===== src/rtl/core_mc.sv =====
// core_mc: multi-cycle accumulator core with a call stack and IO port.
// Instruction word is {opcode[3:0], operand[NBOPER-1:0]}.
module core_mc #(
  parameter int NUBITS = 32,
  parameter int NBOPER = 9,
  parameter int MDATAW = 9,
  parameter int MINSTW = 9,
  parameter int SDEPTH = 8,
  parameter int NUIO   = 8,
  localparam int NBINST = 4 + NBOPER,
  localparam int IOW    = $clog2(NUIO)
) (
  input  logic                     clk,
  input  logic                     rst,
  output logic                     instr_req,
  output logic [MINSTW-1:0]        instr_addr,
  input  logic [NBINST-1:0]        instr,
  input  logic                     instr_ack,
  output logic                     mem_req,
  output logic                     mem_wr,
  output logic [MDATAW-1:0]        mem_addr,
  output logic [NUBITS-1:0]        mem_wdata,
  input  logic [NUBITS-1:0]        mem_rdata,
  input  logic                     mem_ack,
  input  logic [NUBITS-1:0]        io_in,
  output logic [IOW-1:0]           io_addr,
  output logic                     io_rd,
  output logic                     io_wr,
  output logic [NUBITS-1:0]        io_out,
  output logic signed [NUBITS-1:0] acc,
  output logic                     halted,
  output logic                     fault
);

  localparam int SHW = $clog2(NUBITS);
  localparam int SPW = $clog2(SDEPTH + 1);
  localparam int STW = (SDEPTH > 1) ? $clog2(SDEPTH) : 1;

  localparam logic [3:0] OP_NOP  = 4'h0;
  localparam logic [3:0] OP_LDI  = 4'h1;
  localparam logic [3:0] OP_LD   = 4'h2;
  localparam logic [3:0] OP_ST   = 4'h3;
  localparam logic [3:0] OP_ADD  = 4'h4;
  localparam logic [3:0] OP_SUB  = 4'h5;
  localparam logic [3:0] OP_AND  = 4'h6;
  localparam logic [3:0] OP_OR   = 4'h7;
  localparam logic [3:0] OP_XOR  = 4'h8;
  localparam logic [3:0] OP_SHL  = 4'h9;
  localparam logic [3:0] OP_SHR  = 4'hA;
  localparam logic [3:0] OP_JMP  = 4'hB;
  localparam logic [3:0] OP_JZ   = 4'hC;
  localparam logic [3:0] OP_CALL = 4'hD;
  localparam logic [3:0] OP_RET  = 4'hE;
  localparam logic [3:0] OP_HALT = 4'hF;

  typedef enum logic [2:0] {
    FETCH, EXEC, MEM, HALT, FAULT
  } state_t;

  state_t              state;
  logic [NBINST-1:0]   ir;
  logic [MINSTW-1:0]   pc;
  logic [SPW-1:0]      sp;
  logic [MINSTW-1:0]   stack [SDEPTH];

  logic [3:0]          op;
  logic [NBOPER-1:0]   opr;
  logic [3:0]          f_op;
  logic [NBOPER-1:0]   f_opr;
  logic                f_io;
  logic [MINSTW-1:0]   pc_inc;
  logic [MINSTW-1:0]   tgt;
  logic [SHW-1:0]      sh;
  logic [NUBITS-1:0]   imm;
  logic [NUBITS-1:0]   mem_res;
  logic                st_full;
  logic                st_empty;
  logic                push_en;
  logic [STW-1:0]      top_idx;
  logic [STW-1:0]      push_idx;

  assign op       = ir[NBINST-1:NBOPER];
  assign opr      = ir[NBOPER-1:0];
  assign f_op     = instr[NBINST-1:NBOPER];
  assign f_opr    = instr[NBOPER-1:0];
  assign f_io     = (f_op == OP_NOP) && f_opr[NBOPER-1];
  assign pc_inc   = pc + 1'b1;
  assign tgt      = opr[MINSTW-1:0];
  assign sh       = opr[SHW-1:0];
  assign imm      = {{(NUBITS-NBOPER){opr[NBOPER-1]}}, opr};
  assign st_full  = (sp == SPW'(SDEPTH));
  assign st_empty = (sp == '0);
  assign top_idx  = STW'(sp - 1'b1);
  assign push_idx = STW'(sp);
  assign push_en  = (state == EXEC) && (op == OP_CALL) && !st_full;

  assign instr_addr = pc;

  always_comb begin
    mem_res = acc;
    unique case (op)
      OP_LD:   mem_res = mem_rdata;
      OP_ADD:  mem_res = acc + mem_rdata;
      OP_SUB:  mem_res = acc - mem_rdata;
      OP_AND:  mem_res = acc & mem_rdata;
      OP_OR:   mem_res = acc | mem_rdata;
      OP_XOR:  mem_res = acc ^ mem_rdata;
      default: mem_res = acc;
    endcase
  end

  // Stack storage needs no reset: only entries below sp are ever read.
  always_ff @(posedge clk) begin
    if (push_en) stack[push_idx] <= pc_inc;
  end

  always_ff @(posedge clk or posedge rst) begin
    if (rst) begin
      state     <= FETCH;
      ir        <= '0;
      pc        <= '0;
      acc       <= '0;
      sp        <= '0;
      instr_req <= 1'b1;
      mem_req   <= 1'b0;
      mem_wr    <= 1'b0;
      mem_addr  <= '0;
      mem_wdata <= '0;
      io_addr   <= '0;
      io_rd     <= 1'b0;
      io_wr     <= 1'b0;
      io_out    <= '0;
      halted    <= 1'b0;
      fault     <= 1'b0;
    end else begin
      io_rd <= 1'b0;
      io_wr <= 1'b0;
      unique case (state)
        FETCH: begin
          if (instr_req && instr_ack) begin
            ir        <= instr;
            instr_req <= 1'b0;
            state     <= EXEC;
            io_addr   <= f_opr[IOW-1:0];
            if (f_io) begin
              io_rd <= !f_opr[NBOPER-2];
              io_wr <= f_opr[NBOPER-2];
              if (f_opr[NBOPER-2]) io_out <= acc;
            end
          end
        end
        EXEC: begin
          state     <= FETCH;
          instr_req <= 1'b1;
          pc        <= pc_inc;
          unique case (op)
            OP_NOP: begin
              if (opr[NBOPER-1] && !opr[NBOPER-2]) acc <= io_in;
            end
            OP_LDI: acc <= imm;
            OP_LD, OP_ST, OP_ADD, OP_SUB,
            OP_AND, OP_OR, OP_XOR: begin
              state     <= MEM;
              instr_req <= 1'b0;
              pc        <= pc;
              mem_req   <= 1'b1;
              mem_wr    <= (op == OP_ST);
              mem_addr  <= opr[MDATAW-1:0];
              mem_wdata <= acc;
            end
            OP_SHL: acc <= acc << sh;
            OP_SHR: acc <= acc >>> sh;
            OP_JMP: pc  <= tgt;
            OP_JZ:  pc  <= (acc == '0) ? tgt : pc_inc;
            OP_CALL: begin
              if (st_full) begin
                state     <= FAULT;
                instr_req <= 1'b0;
                pc        <= pc;
                fault     <= 1'b1;
              end else begin
                sp <= sp + 1'b1;
                pc <= tgt;
              end
            end
            OP_RET: begin
              if (st_empty) begin
                state     <= FAULT;
                instr_req <= 1'b0;
                pc        <= pc;
                fault     <= 1'b1;
              end else begin
                sp <= sp - 1'b1;
                pc <= stack[top_idx];
              end
            end
            OP_HALT: begin
              state     <= HALT;
              instr_req <= 1'b0;
              pc        <= pc;
              halted    <= 1'b1;
            end
          endcase
        end
        MEM: begin
          if (mem_req && mem_ack) begin
            acc       <= mem_res;
            mem_req   <= 1'b0;
            mem_wr    <= 1'b0;
            pc        <= pc_inc;
            instr_req <= 1'b1;
            state     <= FETCH;
          end
        end
        HALT:  state <= HALT;
        FAULT: state <= FAULT;
        default: state <= FAULT;
      endcase
    end
  end

endmodule


===== config.mk =====
export PLATFORM = sky130hd
export DESIGN_NAME = core_mc
export DESIGN_NICKNAME = d
export VERILOG_FILES = /design/src/rtl/core_mc.sv
export SDC_FILE = /design/constraint.sdc
export NUM_CORES = 1
export LEC_CHECK = 0
export CORE_MARGIN = 10
export CORE_UTILIZATION = 30
export CTS_CLUSTER_DIAMETER = 150
export DETAILED_ROUTE_END_ITERATION = 16
export GPL_TIMING_DRIVEN = 0
export PLACE_DENSITY = 0.58
export SETUP_SLACK_MARGIN = 0.5
export SLEW_MARGIN = 15
export SYNTH_ARGS = -nofsm -noshare
export SYNTH_HDL_FRONTEND = slang
export SYNTH_SLANG_ARGS = --single-unit

===== constraint.sdc =====
create_clock -name clk -period 4.99 [get_ports clk]
set_input_delay 1.2475 -clock clk [delete_from_list [all_inputs] [get_ports clk]]
set_output_delay 1.2475 -clock clk [all_outputs]
set_load 0.01 [all_outputs]

[After elaboration in Yosys (flattened, before gate mapping)]
Memory sizes are Yosys's and may differ from the RTL's.
Index checks and enable logic that the tools add are counted.
Storage, ports and cells
  register bits after elaboration: 144
  memory bits (writable): 72
  bits of input ports: 81
  output and inout bits: 124
  word-level logic and storage cells: 131
  memories: 1
Operators by class
  add/subtract/negate cells: 5
  equality and inequality tests: 32
  shift-type cells: 2
  mux-type cells: 42
  bitwise gates (word level): 3
  reduce and logical (&&, ||, !) cells: 30
Memories
  stack: depth 8, bits a word 9, read ports 1, clocked after Yosys merged registers in 0, wr ports 1, line 64  | logic [MINSTW-1:0] stack [SDEPTH];
Operator list (number)
  $pmux W32 S6: 1
  $pmux W32 S4: 1
  $mux W32: 2
  $pmux W32 S2: 1
  $pmux W9 S5: 1
  $eq A4 B4 Y1 const B: 9
  $mux W9: 4
  $add A32 B32 Y32: 1
  $and A32 B32 Y32: 1
  $logic_not A32 Y1: 1
  $or A32 B32 Y32: 1
  $shl A32 B5 Y32: 1
  $sshr A32 B5 Y32: 1
  $sub A32 B32 Y32: 1
  $xor A32 B32 Y32: 1
  $pmux W3 S4: 2
  $pmux W9 S2: 1
  $mux W1: 17
  $eq A4 B3 Y1 const B: 4
  $ne A2 B2 Y1 const B: 7
  $logic_not A4 Y1: 3
  $mux W3: 4
  $reduce_and A4 Y1: 3
  $reduce_and A5 Y1: 2
  24 further kinds: 44

[Depth between registers and ports, before layout]
Gate-level depths: netlist of run 1.
  word-level depth: 5
  mapped depth: 17
  depth with buffers taken out: 17

[Least setup slack after synthesis of run 1]
No wires, ideal clock.
  kind: in2reg
  from: input port mem_rdata[0]
  to: register acc[31]
  setup time: 0.094 ns
  data arrival time: 4.537 ns
  data required time: 4.896 ns
  slack: 0.359 ns
  cell stages on the path: 17
  buffers on the path: 0
  cells stage by stage: inv_1 > ha_1 > nor4b_1 > nand3_1 > nor4_2 > nand2_1 > nand2_1 > xnor2_1 > ha_1 > a21o_1 > a21o_1 > a21oi_1 > and3_1 > nand3_1 > a311o_1 > mux2i_1 > a211oi_1
On the way
  cells in the longest elaborated chain, start to end: 4
  elaborated cells between the ends (all ways): 5
  classes of those cells: 2 x add/sub; 3 x mux
RTL lines
  start, declared: line 23  | input logic [NUBITS-1:0] mem_rdata,
  $sub A32 B32 Y32 or $add A32 B32 Y32 (tied branches): line 104, 103
  $pmux W32 S6 (*): line 101  | unique case (op)
  $mux W32 (*): line 206  | if (mem_req && mem_ack) begin
  $pmux W32 S2 (*): line 138  | unique case (state)
  end signal, assigned: line 158  | if (opr[NBOPER-1] && !opr[NBOPER-2]) acc <= io_in;
  end signal, assigned: line 160  | OP_LDI: acc <= imm;
  end signal, assigned: line 207  | acc <= mem_res;
  end, declared: line 30  | output logic signed [NUBITS-1:0] acc,
Mark *: on every way between the ends. The rest lies on a longest branch, timed or not. The select of a mux whose other input is x is not followed.
A chain may end at the register's enable or synchronous reset.

[Worst setup path in the final report of run 1]
  from: input port mem_rdata[7]
  to: register acc[28]
Same word-level chain as after synthesis.

==> impl_results.md, run 1 <==
* Status: finished, final reports clean
* Final net count at 2,315
* Synthesized Nets at between 2,000 and 2,500
* Largest net degree at the start of global routing at 32
* Slowest cell on crit path: or4_4
* Worst-margin pin slew at around 1.2 ns
* Worst path top cell family by delay: simple AND/OR/NAND/NOR gates
* Num ports at 205
* Count of final max-slew check failures at 0
* Clk pin slew, worst setup/hold paths at 0.07 ns
* Port Buf Inserts at 204
* WL final at just under 90,000 um
* Placed cell areas at 0.0205 mm^2
* Min-delay src: io_out[29]
* Area delta synth->final at 25.2%
* Post-Syn Area at between 0.015 and 0.02 mm^2
* Worst Path Buf+Inv at 3
* Core area at 0.0575 mm^2
* Maximum clock rate at 227 MHz
* Die Height at about 260 um
* Initial antenna violation count at 4
* Yosys warning count at 0
* Critical path required time at 5.49 ns
* Synth cell types at 86
* DR iter-0 viols at ~1,800
* Post-route ant nets at 0
* Slew headroom at around a fifth
* DIE WIDTH at between 200 and 300 um
* Peak VDD IR at ~0.27 mV
* Place WS at -1.03 ns
* Final setup fails at 0
* Most frequent cell after synthesis: nand2_1
* Syn avg cell area at between 9 and 10 um^2
* Final Hold Fails at 0
* Vias in the first global route at 17,357
* Clock buffer depth at 3
* Register area share after synthesis at 32.8%
* Total Power at 4.07 mW
* Final Cycle Share at 88.1%
* Final hold slack at approximately 0.47 ns
* Drt wl/cell at between 30 and 40 um
* Top-area cell type share of the netlist area at between 20% and 30%
* # DRC at 0
* GR Overflow Total at 0
* Die area at 0.0680 mm^2
* CTS tree: done
* Clock Sinks at 213
* DP HPWL at 70,500 um
* CTS Hold Bufs at 0
* Total number of vias at 17,703
* Gp weighted congestion at 0.996
* Crit path launch: mem_rdata[7]
* WP data arrival at slightly below 5 ns
* Yosys reg bits at 213
* Starting density of the core at between 30% and 40%
* Slowest Stage Delay on Critical Path at between 0.5 and 0.6 ns
* Worst Path Max Fanout at 6
* Synth top area cells: dfrtp_1 20%, edfxtp_1 12%, mux4_2 8.9%
* Multi-input gate area at 0.0109 mm^2
* Clk_lat worst skew at 0.59 ns
* Filler cell count at 5,822
* CTS Buf Count at 27
* Final min period at 4.40 ns
* Htree depth at 1
* First-pass GRT wire length at 126,000 um
* Storage element area at 0.00569 mm^2
* Layout cell share with drive strength beyond 1 at 15.3%
* Leakage at approximately 8.5 nW
* CP Cell Sequence: buf_2 > or4_4 > nor3_4 > nand3_4 > nor4_4 > nand2_2 > nand2_2 > xnor2_2 > ha_1 > buf_4 > buf_4 > nand4_1 > or2_2 > o31ai_2 > a211oi_4 > or4_1 > a32oi_1
* Critical Path Start Type: primary input
* Post-synth EDFFs at 72
* Via density at 6.06
* Cell count after synthesis at roughly 1,900
* CTS Root Cell: clkbuf_16
* Unrepaired setup endpoints after global routing: no
* Max Cap Viol at 0
* # rows at 88
* PwrDens at 187 mW/mm^2
* Most frequent cells after synthesis: 188 x nand2_1, 142 x o21ai_0, 140 x dfrtp_1
* Predominant post-synthesis flop cell: dfrtp_1
* Pre-antenna DRT Iters at 6
* Hold WC Path Type: flop to flop
* Worst setup slack after layout at 0.592 ns
* Critical Path Sink Type: flop
* Post-synth ARST share at 66.2%
* R2r startpoint: ir[11]
* WS Path Type: primary input to flop
* Post-route cell area at 0.0218 mm^2
* Clk_skew at 0.0200 ns
* Total GRT Usage at around 25%
* Largest area contributor in the netlist: dfrtp_1
[cell families after synthesis]
family,share of synthesized area (%)
xor+xnor,3.38
fa+ha+maj,7.24
mux,16.5
compound gates,20.2
buf+inv,5.99
flops,32.8
simple gates,14.0
[registers in the layout, indices dropped and copies added, names as in the netlist, 2 cells and up]
signal      count
instr_addr      9
ir             11
stack          72
sp              4
acc            32
state           3
mem_addr        9
io_out         32
io_addr         2
mem_wdata      32
[stage by stage]
stage	util, %	std cells	TNS [ns]
2_1_floorplan	-	1879	0
4_1_cts	37.4	2908	0
6_report	37.9	2919	0
5_1_grt	37.9	2918	0
3_3_place_gp	35.5	2848	-8.09
3_5_place_dp	35.7	2856	-8.37
[worst reg2reg max path, stage by stage (launching register included)]
cell and delay (ns):
dfrtp_1 0.43, buf_2 0.26, nand2b_1 0.23, or2_2 0.33, clkbuf_2 0.18, clkbuf_4 0.26
a21o_1 0.23, inv_1 0.06, ha_1 0.21, nor2b_1 0.14, o2111ai_1 0.41, nand2_1 0.15
a21boi_0 0.42, xor2_1 0.28, o21ai_0 0.13, o221ai_1 0.23, o211ai_1 0.13
[where the power goes]
part	leakage (nW)	switching [mW]	internal, mW
Sequential	2.40	0	1.80
Combinational	5.69	0.201	0.144
Clock	0.421	0.833	1.09
Total	8.52	1.03	3.03
[layout by cell type, fill, tap and decap left out, types with 18 or more instances in the layout]
cell / n
a21oi_1: 132
clkbuf_16: 28
dfrtp_1: 140
buf_2: 32
xnor2_1: 47
xor2_1: 19
nand2b_1: 23
buf_4: 23
o211ai_1: 35
mux2_2: 67
mux4_2: 69
o21ai_0: 139
nor3_1: 20
a221oi_1: 27
nand3_1: 38
nand2_1: 184
a211oi_1: 22
clkbuf_1: 101
edfxtp_1: 72
clkdlybuf4s50_1: 191
ha_1: 96
nand4_1: 18
mux2i_1: 55
nor2_1: 135
inv_1: 80
[timing repair]
action,in CTS,in global routing
pin swaps,10,20
resized for setup,45,64
buffers inserted,4,10
setup endpoints to repair,19,18
[final timing paths]
check	to	slack, ns	cells after the start
setup / recovery	acc[28]	0.59	17
hold / removal	io_out[29]	0.47	2
setup reg to reg	acc[7]	0.76	16
hold reg to reg	io_out[29]	0.47	2
max in group asynchronous	mem_wdata[28]	2.74	6
min in group asynchronous	io_out[21]	1.07	2
[routing by layer]
metal  wire length [um]  global-route usage, %
met4               4350                   10.8
met1              35200                   31.8
met5                 48                      0
met3               8330                   5.95
met2              41200                   40.6
[cell type report]
class / instances / share of cell area [%]
Clock buffer: 33 / 3.35
Multi-Input combinational cell: 1419 / 50.3
Tap cell: 765 / 4.40
Sequential cell: 213 / 26.2
Clock inverter: 15 / 0.535
Timing Repair Buffer: 226 / 10.4
Inverter: 87 / 1.52
Antenna cell: 1 / 0.0115
Buffer: 160 / 3.33
Power figures use the tool's default switching activity.
==> inputs of run 2 (changes only) <==
HOLD_SLACK_MARGIN = 0.06   (was default)
PLACE_DENSITY = 0.56   (was 0.58)
clock period = 5.55 ns   (was 4.99 ns; I/O delays follow)
==> run 2 against run 1 <==
The run now ends with capacitance limit left. Sequential share of layout area grew 0.12 points. Register-to-register slack better by 0.02 ns. Sequential power fell by 10%. Flip-flop and latch count unchanged. Final area is 0.47% lower. Global-route usage is 0.76 points lower. Critical path depth unchanged. Wire length shrank 2.6%. Critical endpoint is now acc[31].
==> impl_results.md, run 2 (synthesis results as in run 1) <==
* Initial antenna violation count at 5 (+1)
* Clk_skew at 0.0463 ns (+0.0263 ns)
* Worst reg-to-reg setup slack at 0.78 ns (+0.02 ns)
* Die Height at 261 um (unchanged)
* Vias in the first global route at 17,127 (-1.3%)
* Worst Path Max Fanout at 7 (+1)
* R2r endpoint: acc[26]
* First-pass GRT wire length at 123,000 um (-2.5%)
* Final min period at 4.93 ns
* Critical Path Start Type: primary input
* PwrDens at 178 mW/mm^2 (-4.7%)
* Max reg flops at 72 (unchanged)
* Maximum clock rate at between 200 and 250 MHz
* Peak VDD IR at 0.246 mV (-9.2%)
* CTS Buf Count at 28 (+3.7%)
* Critical Path Sink Type: flop
* Pre-antenna DRT Iters at 6 (unchanged)
* Min-delay src: io_out[29]
* Htree depth at 1 (unchanged)
* Filler cell count at 5,861 (+0.67%)
* Commonest non-fill, non-tap cell in the layout: clkdlybuf4s50_1
* Status: complete, but fails checks
* WL final at 86,800 um (-2.6%)
* Area delta synth->final at 24.7%
* Gp weighted congestion at 1.05 (+5.1%)
* Total GRT Usage at 24.4% (-0.76 points)
* R2R cell count at 16 (unchanged)
* Post-route cell area at 0.0217 mm^2 (-0.47%)
* Hold WC Path Type: flop to flop
* Die area at 0.0680 mm^2 (unchanged)
* # DRC at 0 (unchanged)
* Unrepaired setup endpoints after global routing: yes
* Hold path cells at 2 (unchanged)
* Clock Sinks at 213 (unchanged)
* Placed cell areas at 0.0205 mm^2 (-0.19%)
* # rows at 88 (unchanged)
* Final net count at 2,305 (-0.43%)
* CTS tree: done
* CTS Root Cell: clkbuf_16
* Total number of vias at 17,579 (-0.70%)
* Via density at 6.04 (-0.36%)
* Clk_lat worst skew at 0.61 ns (+0.02 ns)
* Leakage at 8.44 nW (-0.97%)
* Critical path required time at 6.04 ns (+0.55 ns)
* Core Util, Final at 37.7% (-0.18 points)
* Clock buffer depth at 3 (unchanged)
* Most flop-heavy register: stack
* Post-route ant nets at 0 (unchanged)
* Port Buf Inserts at 204 (unchanged)
* Slowest cell on crit path: or4_4
* Antenna cells at 0 (-1)
* Layout cell share with drive strength beyond 1 at 13.2% (-2.0 points)
* Hold Path Sink: io_out[29]
* CP Cell Sequence: dlygate4sd2_1 > or4_4 > nor3_4 > nand3_4 > nor4_4 > nand2_2 > nand2_1 > xnor2_1 > ha_2 > a21o_1 > a21o_1 > a21oi_4 > and3_1 > nand3_1 > a311o_1 > mux2i_1 > a211oi_1
* DP HPWL at 67,900 um (-3.7%)
* Slew headroom at 0.114% (-19 points)
* Worst-margin pin slew at 1.46 ns (+0.254 ns)
* DR iter-0 viols at 2,029 (+15%)
* Failing checks: capacitance limit
* GR Overflow Total at 0 (unchanged)
* DIE WIDTH at 261 um (unchanged)
* Core area at 0.0575 mm^2 (unchanged)
* Count of final max-slew check failures at 0 (unchanged)
* Drt wl/cell at 29.8 um (-2.2%)
* CP most frequent cell: a21o_1
* Most frequent cells in the layout: 197 x clkdlybuf4s50_1, 187 x nand2_1, 140 x o21ai_0, 140 x dfrtp_1, 137 x a21oi_1
* Final setup fails at 0 (unchanged)
* WP data arrival at 5.43 ns (+0.53 ns)
* Final Cycle Share at 88.9%
* Num ports at 205 (unchanged)
* Setup TNS at 0 ns (unchanged)
* Final Hold Fails at 0 (unchanged)
* Starting density of the core at 30.2% (unchanged)
* R2r startpoint: ir[9]
* Clk pin slew, worst setup/hold paths at 0.06 ns (about the same)
* Max Cap Viol at 1 (+1)
* WS Path Type: primary input to flop
* Slowest Stage Delay on Critical Path at 0.59 ns (+0.04 ns)
* Largest net degree at the start of global routing at 37 (+16%)
==> run 2: worst max path at each step <==
stage / from / end / slack (ns) / cells past startpoint
detailed placement: mem_rdata[0] / acc[31] / -0.96 / 18
CTS: ir[11] / acc[31] / 0.56 / 16
floorplan: mem_rdata[0] / acc[31] / 0.78 / 17
global placement: mem_rdata[0] / acc[31] / -0.95 / 18
global route: mem_rdata[8] / acc[31] / 0.37 / 17
finish: mem_rdata[6] / acc[31] / 0.62 / 17
==> run 2: critical path, delay by kind of cell <==
kind / cells / cell delay (ns)
adders and majority gates: 1 / 0.34
muxes: 1 / 0.15
buffers and inverters: 1 / 0.35
xor gates and xnor gates: 1 / 0.14
AOI/OAI and AO/OA: 5 / 1.27
and+or+nand+nor: 8 / 1.77
==> run 2: timing repair <==
item                       in CTS  in global routing
gates cloned                    0                  0
setup endpoints to repair      13                  9
setup buffers                   2                  3
pin swaps                       2                  5
resized for setup              18                 20
hold buffers                    0                  0
==> run 2: cell type report <==
class,instances,area [um^2],area share [%]
Clock buffer,32,736,3.40
Buffer,160,716,3.30
Tap cell,765,957,4.42
Timing Repair Buffer,215,2180,10.1
Multi-Input combinational cell,1419,10800,49.9
Clock inverter,18,241,1.11
Inverter,87,330,1.52
Sequential cell,213,5690,26.3
==> run 2: where the power goes <==
group	internal, mW	leakage (nW)	switching [mW]
clock	1.15	0.468	0.797
combinational	0.122	5.56	0.175
sequential	1.62	2.40	0
==> run 2: layer usage <==
| layer | wire length, um | global-route usage (%) | part of all wire (%) | vias to the layer above |
|---|---|---|---|---|
| li1 | - | - | - | 7486 |
| met3 | 8180 | 5.75 | 9.4 | 230 |
| met1 | 34900 | 31.1 | 40 | 8829 |
| met2 | 39800 | 39.4 | 46 | 1024 |
| met5 | 69 | 0 | 0.079 | - |
| met4 | 3940 | 9.59 | 4.5 | 10 |
==> run 2: through the flow <==
| step | cells | power [mW] | setup WS, ns | hold WS (ns) |
|---|---|---|---|---|
| after CTS | 2906 | 3.88 | 0.560 | 0.486 |
| after global placement | 2848 | 1.92 | -0.947 | 0.464 |
| after global routing | 2909 | 3.98 | 0.372 | 0.517 |
| final | 2909 | 3.86 | 0.616 | 0.481 |
| after floorplan | 1879 | 1.79 | 0.779 | 0.491 |
| after detailed placement | 2854 | 1.93 | -0.955 | 0.458 |
